==> src/rtl/mmio_pkg.sv <==
// Shared constants for the memory-mapped output port: default register
// addresses, status bit positions and the status word packer.
package mmio_pkg;

    localparam logic [31:0] DEF_ADDR_DATA = 32'h0000_0100;
    localparam logic [31:0] DEF_ADDR_STAT = 32'h0000_0104;

    localparam int ST_FULL    = 0;
    localparam int ST_EMPTY   = 1;
    localparam int ST_OVF     = 2;
    localparam int ST_CNT_LSB = 4;

    function automatic logic [31:0] status_word(input logic       full,
                                                input logic       empty,
                                                input logic       ovf,
                                                input logic [3:0] cnt);
        logic [31:0] w;
        w                     = '0;
        w[ST_FULL]            = full;
        w[ST_EMPTY]           = empty;
        w[ST_OVF]             = ovf;
        w[ST_CNT_LSB +: 4]    = cnt;
        return w;
    endfunction

endpackage

==> src/rtl/mmio_out_port_if.sv <==
// Data-memory bus slice plus outgoing byte stream of the output port.
// master = core/consumer side, slave = the port itself.
interface mmio_out_port_if;
    logic        mem_write;
    logic        mem_read;
    logic [31:0] addr;
    logic [31:0] wdata;
    logic        hit;
    logic [31:0] rdata;
    logic        out_valid;
    logic [7:0]  out_data;
    logic        out_ready;

    modport master (
        output mem_write, mem_read, addr, wdata, out_ready,
        input  hit, rdata, out_valid, out_data
    );

    modport slave (
        input  mem_write, mem_read, addr, wdata, out_ready,
        output hit, rdata, out_valid, out_data
    );
endinterface

==> src/rtl/sync_fifo.sv <==
// Single-clock FIFO with occupancy count. The caller only asserts pop when
// not empty and push when not full or popping on the same edge.
module sync_fifo #(
    parameter int WIDTH = 8,
    parameter int DEPTH = 4
) (
    input  logic                       clk,
    input  logic                       reset,
    input  logic                       push,
    input  logic                       pop,
    input  logic [WIDTH-1:0]           din,
    output logic [WIDTH-1:0]           dout,
    output logic [$clog2(DEPTH):0]     count,
    output logic                       full,
    output logic                       empty
);
    localparam int AW = $clog2(DEPTH);
    localparam int CW = AW + 1;

    logic [WIDTH-1:0] mem [DEPTH];
    logic [AW-1:0]    wr_ptr;
    logic [AW-1:0]    rd_ptr;

    // DEPTH is a power of two, so plain pointer increment wraps correctly
    always_ff @(posedge clk) begin
        if (!reset) begin
            wr_ptr <= '0;
            rd_ptr <= '0;
            count  <= '0;
        end else begin
            if (push) wr_ptr <= wr_ptr + AW'(1);
            if (pop)  rd_ptr <= rd_ptr + AW'(1);
            count <= count + CW'(push) - CW'(pop);
        end
    end

    always_ff @(posedge clk) begin
        if (reset && push) mem[wr_ptr] <= din;
    end

    assign dout  = mem[rd_ptr];
    assign full  = (count == CW'(DEPTH));
    assign empty = (count == '0);

endmodule

==> src/rtl/mmio_out_port.sv <==
// Memory-mapped TX port: address decode, sticky overflow flag, status read
// mux and push-accept rule around a byte FIFO drained by a valid/ready stream.
module mmio_out_port
    import mmio_pkg::*;
#(
    parameter logic [31:0] ADDR_DATA = DEF_ADDR_DATA,
    parameter logic [31:0] ADDR_STAT = DEF_ADDR_STAT,
    parameter int          DEPTH     = 4
) (
    input  logic             clk,
    input  logic             reset,
    mmio_out_port_if.slave   bus
);
    localparam int CW = $clog2(DEPTH) + 1;

    logic          sel_data;
    logic          sel_stat;
    logic          pop;
    logic          push;
    logic          ovf_set;
    logic          ovf;
    logic          full;
    logic          empty;
    logic [CW-1:0] count;
    logic [7:0]    dout;
    logic [3:0]    cnt4;
    logic          unused_wdata;

    assign sel_data = (bus.addr == ADDR_DATA);
    assign sel_stat = (bus.addr == ADDR_STAT);
    assign bus.hit  = sel_data | sel_stat;

    // A full FIFO still takes a store when the head leaves on the same edge
    assign pop     = !empty && bus.out_ready;
    assign push    = bus.mem_write && sel_data && (!full || pop);
    assign ovf_set = bus.mem_write && sel_data && full && !pop;

    sync_fifo #(
        .WIDTH (8),
        .DEPTH (DEPTH)
    ) u_fifo (
        .clk   (clk),
        .reset (reset),
        .push  (push),
        .pop   (pop),
        .din   (bus.wdata[7:0]),
        .dout  (dout),
        .count (count),
        .full  (full),
        .empty (empty)
    );

    always_ff @(posedge clk) begin
        if (!reset)
            ovf <= 1'b0;
        else if (bus.mem_write && sel_stat)
            ovf <= 1'b0;
        else if (ovf_set)
            ovf <= 1'b1;
    end

    assign cnt4      = 4'(count);
    assign bus.rdata = (bus.mem_read && sel_stat) ? status_word(full, empty, ovf, cnt4)
                                                  : 32'h0;

    assign bus.out_valid = !empty;
    assign bus.out_data  = dout;

    assign unused_wdata = ^bus.wdata[31:8];

endmodule

==> src/flat_wrapper.sv <==
// flat-port wrapper written by rule: the top's interface ports become plain ports
module mmio_out_port_flat import mmio_pkg::*;
#(
    parameter logic [31:0] ADDR_DATA = DEF_ADDR_DATA,
    parameter logic [31:0] ADDR_STAT = DEF_ADDR_STAT,
    parameter int          DEPTH     = 4
)
  (clk, reset, bus_mem_write, bus_mem_read, bus_addr, bus_wdata, bus_out_ready, bus_hit, bus_rdata, bus_out_valid, bus_out_data);
  mmio_out_port_if bus_i ();
  input  logic clk;
  input  logic reset;
  input wire logic [$bits(bus_i.mem_write)-1:0] bus_mem_write;
  input wire logic [$bits(bus_i.mem_read)-1:0] bus_mem_read;
  input wire logic [$bits(bus_i.addr)-1:0] bus_addr;
  input wire logic [$bits(bus_i.wdata)-1:0] bus_wdata;
  input wire logic [$bits(bus_i.out_ready)-1:0] bus_out_ready;
  output wire logic [$bits(bus_i.hit)-1:0] bus_hit;
  output wire logic [$bits(bus_i.rdata)-1:0] bus_rdata;
  output wire logic [$bits(bus_i.out_valid)-1:0] bus_out_valid;
  output wire logic [$bits(bus_i.out_data)-1:0] bus_out_data;
  assign bus_i.mem_write = bus_mem_write;
  assign bus_i.mem_read = bus_mem_read;
  assign bus_i.addr = bus_addr;
  assign bus_i.wdata = bus_wdata;
  assign bus_i.out_ready = bus_out_ready;
  assign bus_hit = bus_i.hit;
  assign bus_rdata = bus_i.rdata;
  assign bus_out_valid = bus_i.out_valid;
  assign bus_out_data = bus_i.out_data;
  mmio_out_port #(.ADDR_DATA(ADDR_DATA), .ADDR_STAT(ADDR_STAT), .DEPTH(DEPTH)) u_core (.clk(clk), .reset(reset), .bus(bus_i));
endmodule
==> config.mk <==
export PLATFORM = sky130hd
export DESIGN_NAME = mmio_out_port_flat
export DESIGN_NICKNAME = d
export VERILOG_FILES = /design/src/rtl/mmio_pkg.sv /design/src/rtl/mmio_out_port_if.sv /design/src/rtl/sync_fifo.sv /design/src/rtl/mmio_out_port.sv /design/src/flat_wrapper.sv
export SDC_FILE = /design/constraint.sdc
export NUM_CORES = 1
export LEC_CHECK = 0
export CAP_MARGIN = 20
export CORE_ASPECT_RATIO = 0.6
export CORE_MARGIN = 4
export CORE_UTILIZATION = 35
export DETAILED_ROUTE_END_ITERATION = 8
export GPL_TIMING_DRIVEN = 0
export PLACE_DENSITY = 0.76
export SLEW_MARGIN = 20
export SYNTH_ARGS = -nofsm -noshare
export SYNTH_HDL_FRONTEND = slang
export SYNTH_SLANG_ARGS = --single-unit
==> constraint.sdc <==
create_clock -name clk -period 2.75 [get_ports clk]
set_clock_uncertainty 0.05 [all_clocks]
set_input_delay 0.55 -clock clk [delete_from_list [all_inputs] [get_ports clk]]
set_output_delay 0.55 -clock clk [all_outputs]
set_load 0.01 [all_outputs]
==> results.txt, run 1 <==
GRT Util Overall: 0.125
Minimum setup slack among reg-to-reg paths: 0.17 ns
Crit path arrival time: 2.05 ns
Clock-pin transition on the worst setup and hold timing paths: 0.08 ns
Count of H-tree levels built during CTS: 2
Crit Path Max Fanout: 2
Via count of the first global-routing pass: 1363
Tightest Hold Check Type: register to register
Die outline height: 67.1 um
Total standard cell area after synthesis: 2040 um2
DRC marker count from the first detailed-route iteration: 43
HPWL after DPL: 3370 um
Number of standard-cell rows in the floorplan: 21
Source-to-sink clock delay at the later pin of the worst-skew pair: 0.29 ns
Synth cell types: 35
Final #Nets: 320
Worst hold path cell count: 2
Static Leak: 1.27 nW
Power density relative to cell area: 415 nW/um2
Router iterations before antenna repair: 4
Count of maximum capacitance violations: 0
Count of synthesis-stage warnings from yosys: 0
Initial Util: 0.364
Area of the core region: 5600 um2
Final worst-path setup slack: 0.0963 ns
Via-to-Cell Ratio: 4.14
Synthesized flop and latch total: 42
Final slew viol count: 0
Final setup violation count: 0
Remaining design rule violation count: 0
Most frequently used flop master after synthesis: sky130_fd_sc_hd__edfxtp_1
Classification of the worst setup path: primary input to primary output
Top achievable clock speed: 377 MHz
Largest net degree at the start of global routing: 15
Post-layout util: 0.537
Number of buffers on the longest clock path: 2
Number of buffers inserted during clock tree synthesis: 5
Sequential cell area fraction in the yosys report: 0.569
Number of cells on the worst reg-to-reg path: 12
Quantity of I/O buffers inserted on ports: 59
Pre-CTS worst setup slack: -0.664 ns
Drt wl/cell: 13.0 um
Hold wc startpoint: u_core.u_fifo.wr_ptr[1]$_SDFFE_PN0P_
CP startpoint kind: primary input
Count of flip-flops with a built-in enable after synthesis: 32
Period Utilization, post-route: 0.965
Unrepaired setup endpoints after global routing: no
Clock sink count: 42
Floorplan die area: 7150 um2
Boundary Pins: 111
Chip Width: 107 um
Via count of the routed design: 1346
WHS Endpoint: u_core.u_fifo.wr_ptr[1]$_SDFFE_PN0P_
Max IR drop VDD: 0.186 mV
Cell chosen for the clock root: sky130_fd_sc_hd__clkbuf_8
R2R Path Start: u_core.u_fifo.count[1]$_SDFF_PN0_
Fin crit period: 2.65 ns
Clock tree from TritonCTS: yes
Wirelength, routed: 4220 um
DRT antenna net count: 0
Critical Path Sink Type: primary output
Synthesized area divided by synthesized cell count: 14.2 um2
Number of antenna repair diodes: 0
Number of buffers inserted for hold repair after clock tree synthesis: 0
R2r endpoint: u_core.u_fifo.count[2]$_SDFF_PN0_
Placer congestion estimate: 0.772
Post-Syn Instances: 144
Crit path required time: 2.15 ns
Wire length of the first global-routing pass: 6710 um
Outcome: completed
Fraction of final layout cells with drive strength greater than 1: 0.347
Total global routing overflow: 0
Antenna violations before repair: 0
Number of endpoints with negative hold slack in the final report: 0
Share of async-settable or async-resettable flops after synthesis: 0
Synth-to-Final Area Change: 47.3%
## flip-flops by register name, summed over array words and instances (netlist names), named ones only
signal	flops
u_core.ovf	1
u_core.u_fifo.mem	32
u_core.u_fifo.rd_ptr	2
u_core.u_fifo.wr_ptr	2
u_core.u_fifo.count	3
## worst max path at each step
stage               cells past startpoint  slack (ns)          from                                end
finish                                  6         0.1   bus_addr[0]                       bus_rdata[0]
global route                           14       0.004   bus_addr[0]  u_core.u_fifo.count[2]$_SDFF_PN0_
CTS                                     9      0.0003  bus_addr[17]                       bus_rdata[5]
detailed placement                     13       -0.66  bus_addr[11]  u_core.u_fifo.count[2]$_SDFF_PN0_
global placement                       13       -0.66  bus_addr[11]  u_core.u_fifo.count[2]$_SDFF_PN0_
floorplan                              12        0.04  bus_addr[11]  u_core.u_fifo.count[2]$_SDFF_PN0_
## synth_stat cells (all sizes together) (2+ instances only)
cell type  number  share of area
ha              6          0.037
xnor2           2         0.0086
inv             7          0.013
xor2            2         0.0086
dfxtp          10          0.098
nor4            6          0.028
mux4            8          0.088
edfxtp         32           0.47
and4            2         0.0098
nor3            2          0.010
nor4b           2          0.012
nor2            8          0.016
mux2i           2         0.0098
and2            2         0.0061
buf            28           0.10
nand4           2         0.0061
nand2           5         0.0092
and3            8          0.025
## logic make-up after synthesis
group                      after synthesis  share of synthesized area
DFF                                     42                      0.569
and+or+nand+nor                         41                      0.137
buffers and inverters                   36                      0.115
muxes                                   10                     0.0982
adders and majority gates                7                     0.0466
xor gates and xnor gates                 4                     0.0172
AOI/OAI and AO/OA                        3                     0.0153
other                                    1                    0.00184
## through the flow
| step | hold slack [ns] | cells | area (um2) | TNS (ns) | total power, mW |
|---|---|---|---|---|---|
| 6_report | 0.455 | 325 | 3000 | 0 | 1.25 |
| 4_1_cts | 0.457 | 325 | 3010 | 0 | 1.26 |
| 3_3_place_gp | 0.438 | 308 | 2860 | -6.39 | 0.881 |
| 5_1_grt | 0.514 | 325 | 3000 | 0 | 1.30 |
| 3_5_place_dp | 0.446 | 308 | 2860 | -7.13 | 0.885 |
| 2_1_floorplan | 0.418 | 169 | 2170 | 0 | 0.792 |
## where the power goes
| group | total (mW) | leakage [nW] | switching, mW | internal [mW] |
|---|---|---|---|---|
| clock network | 0.387 | 0.0441 | 0.209 | 0.178 |
| registers | 0.690 | 0.368 | 0.00572 | 0.685 |
| logic | 0.170 | 0.860 | 0.0713 | 0.0983 |
## worst max-delay path, stage by stage
cell,delay (ns)
sky130_fd_sc_hd__dlygate4sd2_1,0.25
sky130_fd_sc_hd__nor4_4,0.25
sky130_fd_sc_hd__and4_2,0.30
sky130_fd_sc_hd__nand3_1,0.13
sky130_fd_sc_hd__nor4b_1,0.30
sky130_fd_sc_hd__clkdlybuf4s15_2,0.27
## routing by layer
layer / GRT usage / wire length [um]
met5: 0 / 0
met4: 0.0526 / 89
met3: 0.0248 / 226
met2: 0.203 / 1940
met1: 0.166 / 1960
## cells in the final DEF, fill, tap and decap left out, drive strengths merged, types with 5 or more instances in the layout
master / instances
dfxtp: 10
edfxtp: 32
dlygate4sd2: 14
clkdlybuf4s50: 20
nor4: 6
nand2: 5
nor2: 8
inv: 7
clkbuf: 13
dlymetal6s2s: 5
ha: 6
conb: 26
buf: 42
mux4: 8
and3: 8
clkdlybuf4s15: 8
## timing repair
item / in CTS / in global routing
setup endpoints to repair: 9 / 6
pin swaps: 15 / 15
setup buffers: 9 / 0
resized for setup: 61 / 27
hold endpoints to repair: 0 / 0
## final cells by class
cell class	instances	area, um2
Buffer	29	208
Clock buffer	5	68.8
Clock inverter	3	21.3
Fill cell	448	2590
Inverter	7	26.3
Multi-Input combinational cell	91	811
Sequential cell	42	1160
Tap cell	80	100
Timing Repair Buffer	68	608
Power figures use the tool's default switching activity.
==> run 2: changes to the inputs <==
Settings changed: HOLD_SLACK_MARGIN from default to 0.05, PLACE_DENSITY 0.76 to 0.74.
==> results.txt, run 2 (synthesized netlist as in run 1, its figures left out) <==
Outcome: finished, violations left
Failing checks: negative setup slack
Via-to-Cell Ratio: 4.25 (+2.5%)
Fin crit period: 2.78 ns (+0.126 ns)
Power density relative to cell area: 409 nW/um2 (-1.6%)
Drt wl/cell: 14.3 um (+10%)
Actual slew at the worst max-slew pin: 0.511 ns
Crit path required time: 2.88 ns (+0.73 ns)
Total global routing overflow: 0 (unchanged)
Number of cells on the worst reg-to-reg path: 12 (unchanged)
Worst hold path cell count: 2 (unchanged)
Most frequent standard cell in the layout excluding fill and tap cells: sky130_fd_sc_hd__buf_4
Number of flip-flops under the largest register name: 32 (unchanged)
R2R Path Start: u_core.u_fifo.count[1]$_SDFF_PN0_
Clock tree from TritonCTS: yes
Max IR drop VDD: 0.173 mV (-7.1%)
Crit Path Max Fanout: 2 (unchanged)
CP startpoint kind: primary input
Fraction of final layout cells with drive strength greater than 1: 0.381 (+0.0340)
Top flop regs: u_core.u_fifo.mem x32, u_core.u_fifo.count x3
Clock-pin transition on the worst setup and hold timing paths: 0.08 ns (about the same)
Source-to-sink clock delay at the later pin of the worst-skew pair: 0.29 ns (about the same)
HPWL after DPL: 3370 um (-0.14%)
Synth-to-Final Area Change: 51.4%
Antenna violations before repair: 0 (unchanged)
Count of maximum capacitance violations: 0 (unchanged)
Top register by number of flip-flops: u_core.u_fifo.mem
GRT Util Overall: 0.138 (+0.0131)
Quantity of I/O buffers inserted on ports: 59 (unchanged)
Wire length of the first global-routing pass: 7450 um (+11%)
Number of buffers on the longest clock path: 2 (unchanged)
Remaining max-slew budget at the tightest pin: 0.659
Die outline height: 67.1 um (unchanged)
Worst setup path start: bus_addr[18]
Via count of the routed design: 1410 (+4.8%)
Placed instance area: 2860 um2 (unchanged)
Part of the total power dissipated in combinational logic: 0.145 (+0.009)
Crit path arrival time: 2.91 ns (+0.86 ns)
Part of the power in the clock network: 0.307 (-0.004)
Number of endpoints with negative hold slack in the final report: 0 (unchanged)
Worst Setup EP: u_core.u_fifo.count[2]$_SDFF_PN0_
Number of antenna repair diodes: 0 (unchanged)
Tightest Hold Check Type: register to register
Unrepaired setup endpoints after global routing: yes
Net Switching: 296 uW (+3.2%)
Top achievable clock speed: 360 MHz (-4.5%)
Classification of the worst setup path: primary input to register
Floorplan die area: 7150 um2 (unchanged)
Final setup violation count: 1 (+1)
Clock sink count: 42 (unchanged)
Largest net degree at the start of global routing: 14 (-1)
Number of buffers inserted during clock tree synthesis: 5 (unchanged)
R2r endpoint: u_core.u_fifo.count[2]$_SDFF_PN0_
Final #Nets: 327 (+2.2%)
Placer congestion estimate: 0.748 (-3.2%)
Wirelength, routed: 4750 um (+12%)
Count of H-tree levels built during CTS: 2 (unchanged)
Area of the core region: 5600 um2 (unchanged)
Boundary Pins: 111 (unchanged)
Initial Util: 0.364 (unchanged)
Hold wc startpoint: u_core.u_fifo.wr_ptr[1]$_SDFFE_PN0P_
Total Neg Setup Slack: -0.0293 ns (-0.0293 ns)
Power share of the sequential group: 0.548 (-0.005)
Post-Layout Inst Area: 3090 um2 (+2.8%)
DRC marker count from the first detailed-route iteration: 79 (+84%)
Final worst-path setup slack: -0.0293 ns (-0.126 ns)
Fraction of power spent switching nets: 0.234 (+0.00481)
Commonest non-fill, non-tap cells in the layout: sky130_fd_sc_hd__buf_4, sky130_fd_sc_hd__edfxtp_1, sky130_fd_sc_hd__conb_1
Static Leak: 1.30 nW (+1.9%)
Period Utilization, post-route: 1.01 (+0.0457)
Router iterations before antenna repair: 4 (unchanged)
Cell chosen for the clock root: sky130_fd_sc_hd__clkbuf_8
Minimum setup slack among reg-to-reg paths: 0.06 ns (-0.11 ns)
Via count of the first global-routing pass: 1477 (+8.4%)
Chip Width: 107 um (unchanged)
Final slew viol count: 0 (unchanged)
P_int: 966 uW (+0.50%)
Number of standard-cell rows in the floorplan: 21 (unchanged)
DRT antenna net count: 0 (unchanged)
Remaining design rule violation count: 0 (unchanged)
Critical Path Sink Type: register
==> run 2: cell types whose count changed in the layout (fill, tap and decap cells not counted), moves of 2 or more <==
cell / previous run / this run
sky130_fd_sc_hd__buf_4: 33 / 41
sky130_fd_sc_hd__and3_1: 7 / 4
sky130_fd_sc_hd__and3_2: 1 / 4
sky130_fd_sc_hd__clkdlybuf4s15_1: 7 / 10
sky130_fd_sc_hd__dlymetal6s2s_1: 5 / 2
sky130_fd_sc_hd__nor4_2: 3 / 0
sky130_fd_sc_hd__nor4_4: 3 / 6
sky130_fd_sc_hd__buf_2: 5 / 3
sky130_fd_sc_hd__clkbuf_2: 7 / 9
==> run 2: final cells by class <==
class	instances	area [um2]
Buffer	29	208
Clock buffer	6	72.6
Clock inverter	2	13.8
Fill cell	457	2510
Inverter	7	26.3
Multi-Input combinational cell	91	855
Sequential cell	42	1160
Tap cell	80	100
Timing Repair Buffer	75	652
==> run 2: critical path, cell delays in order <==
cell	delay [ns]
sky130_fd_sc_hd__clkbuf_2	0.10
sky130_fd_sc_hd__nor4_4	0.34
sky130_fd_sc_hd__nand4_1	0.18
sky130_fd_sc_hd__buf_4	0.18
sky130_fd_sc_hd__nor3_4	0.18
sky130_fd_sc_hd__inv_1	0.06
sky130_fd_sc_hd__ha_1	0.29
sky130_fd_sc_hd__inv_1	0.06
sky130_fd_sc_hd__ha_2	0.16
sky130_fd_sc_hd__inv_2	0.03
sky130_fd_sc_hd__fa_2	0.35
sky130_fd_sc_hd__xor2_2	0.16
sky130_fd_sc_hd__xnor2_1	0.21
sky130_fd_sc_hd__nor2_1	0.07
==> run 2: stage by stage <==
stage | total power, mW | std cells | util | hold WS, ns | worst slack [ns]
floorplan | 0.792 | 169 | - | 0.418 | 0.0368
global placement | 0.882 | 308 | 0.511 | 0.437 | -0.641
detailed placement | 0.886 | 308 | 0.511 | 0.454 | -0.698
CTS | 1.25 | 329 | 0.542 | 0.465 | 0.00931
global route | 1.31 | 332 | 0.552 | 0.533 | -0.121
finish | 1.26 | 332 | 0.552 | 0.466 | -0.0293
==> run 2: worst min-delay path by stage <==
stage                                                 endpoint
final                     u_core.u_fifo.wr_ptr[1]$_SDFFE_PN0P_
after CTS                 u_core.u_fifo.wr_ptr[1]$_SDFFE_PN0P_
after global routing      u_core.u_fifo.wr_ptr[1]$_SDFFE_PN0P_
after global placement    u_core.u_fifo.wr_ptr[0]$_SDFFE_PN0P_
after detailed placement  u_core.u_fifo.wr_ptr[1]$_SDFFE_PN0P_
after floorplan           u_core.u_fifo.wr_ptr[1]$_SDFFE_PN0P_
==> run 2: power groups by stage <==
stage	combinational, mW	clock (mW)	sequential [mW]
floorplan	0.0889	0	0.703
global placement	0.177	0	0.705
global route	0.198	0.424	0.692
detailed placement	0.180	0	0.705
finish	0.183	0.387	0.691
CTS	0.169	0.395	0.691
==> run 2: per-layer routing <==
metal | wire, um | global-route usage
met1 | 2000 | 0.174
met2 | 2420 | 0.229
met3 | 191 | 0.0267
met4 | 131 | 0.0750
met5 | 0 | 0
==> run 2: what timing repair did <==
action	4_1_cts	5_1_grt
pin swaps	17	15
hold endpoints to repair	0	0
buffers inserted	13	3
setup endpoints to repair	9	39
hold buffers	0	0
resized for setup	57	45
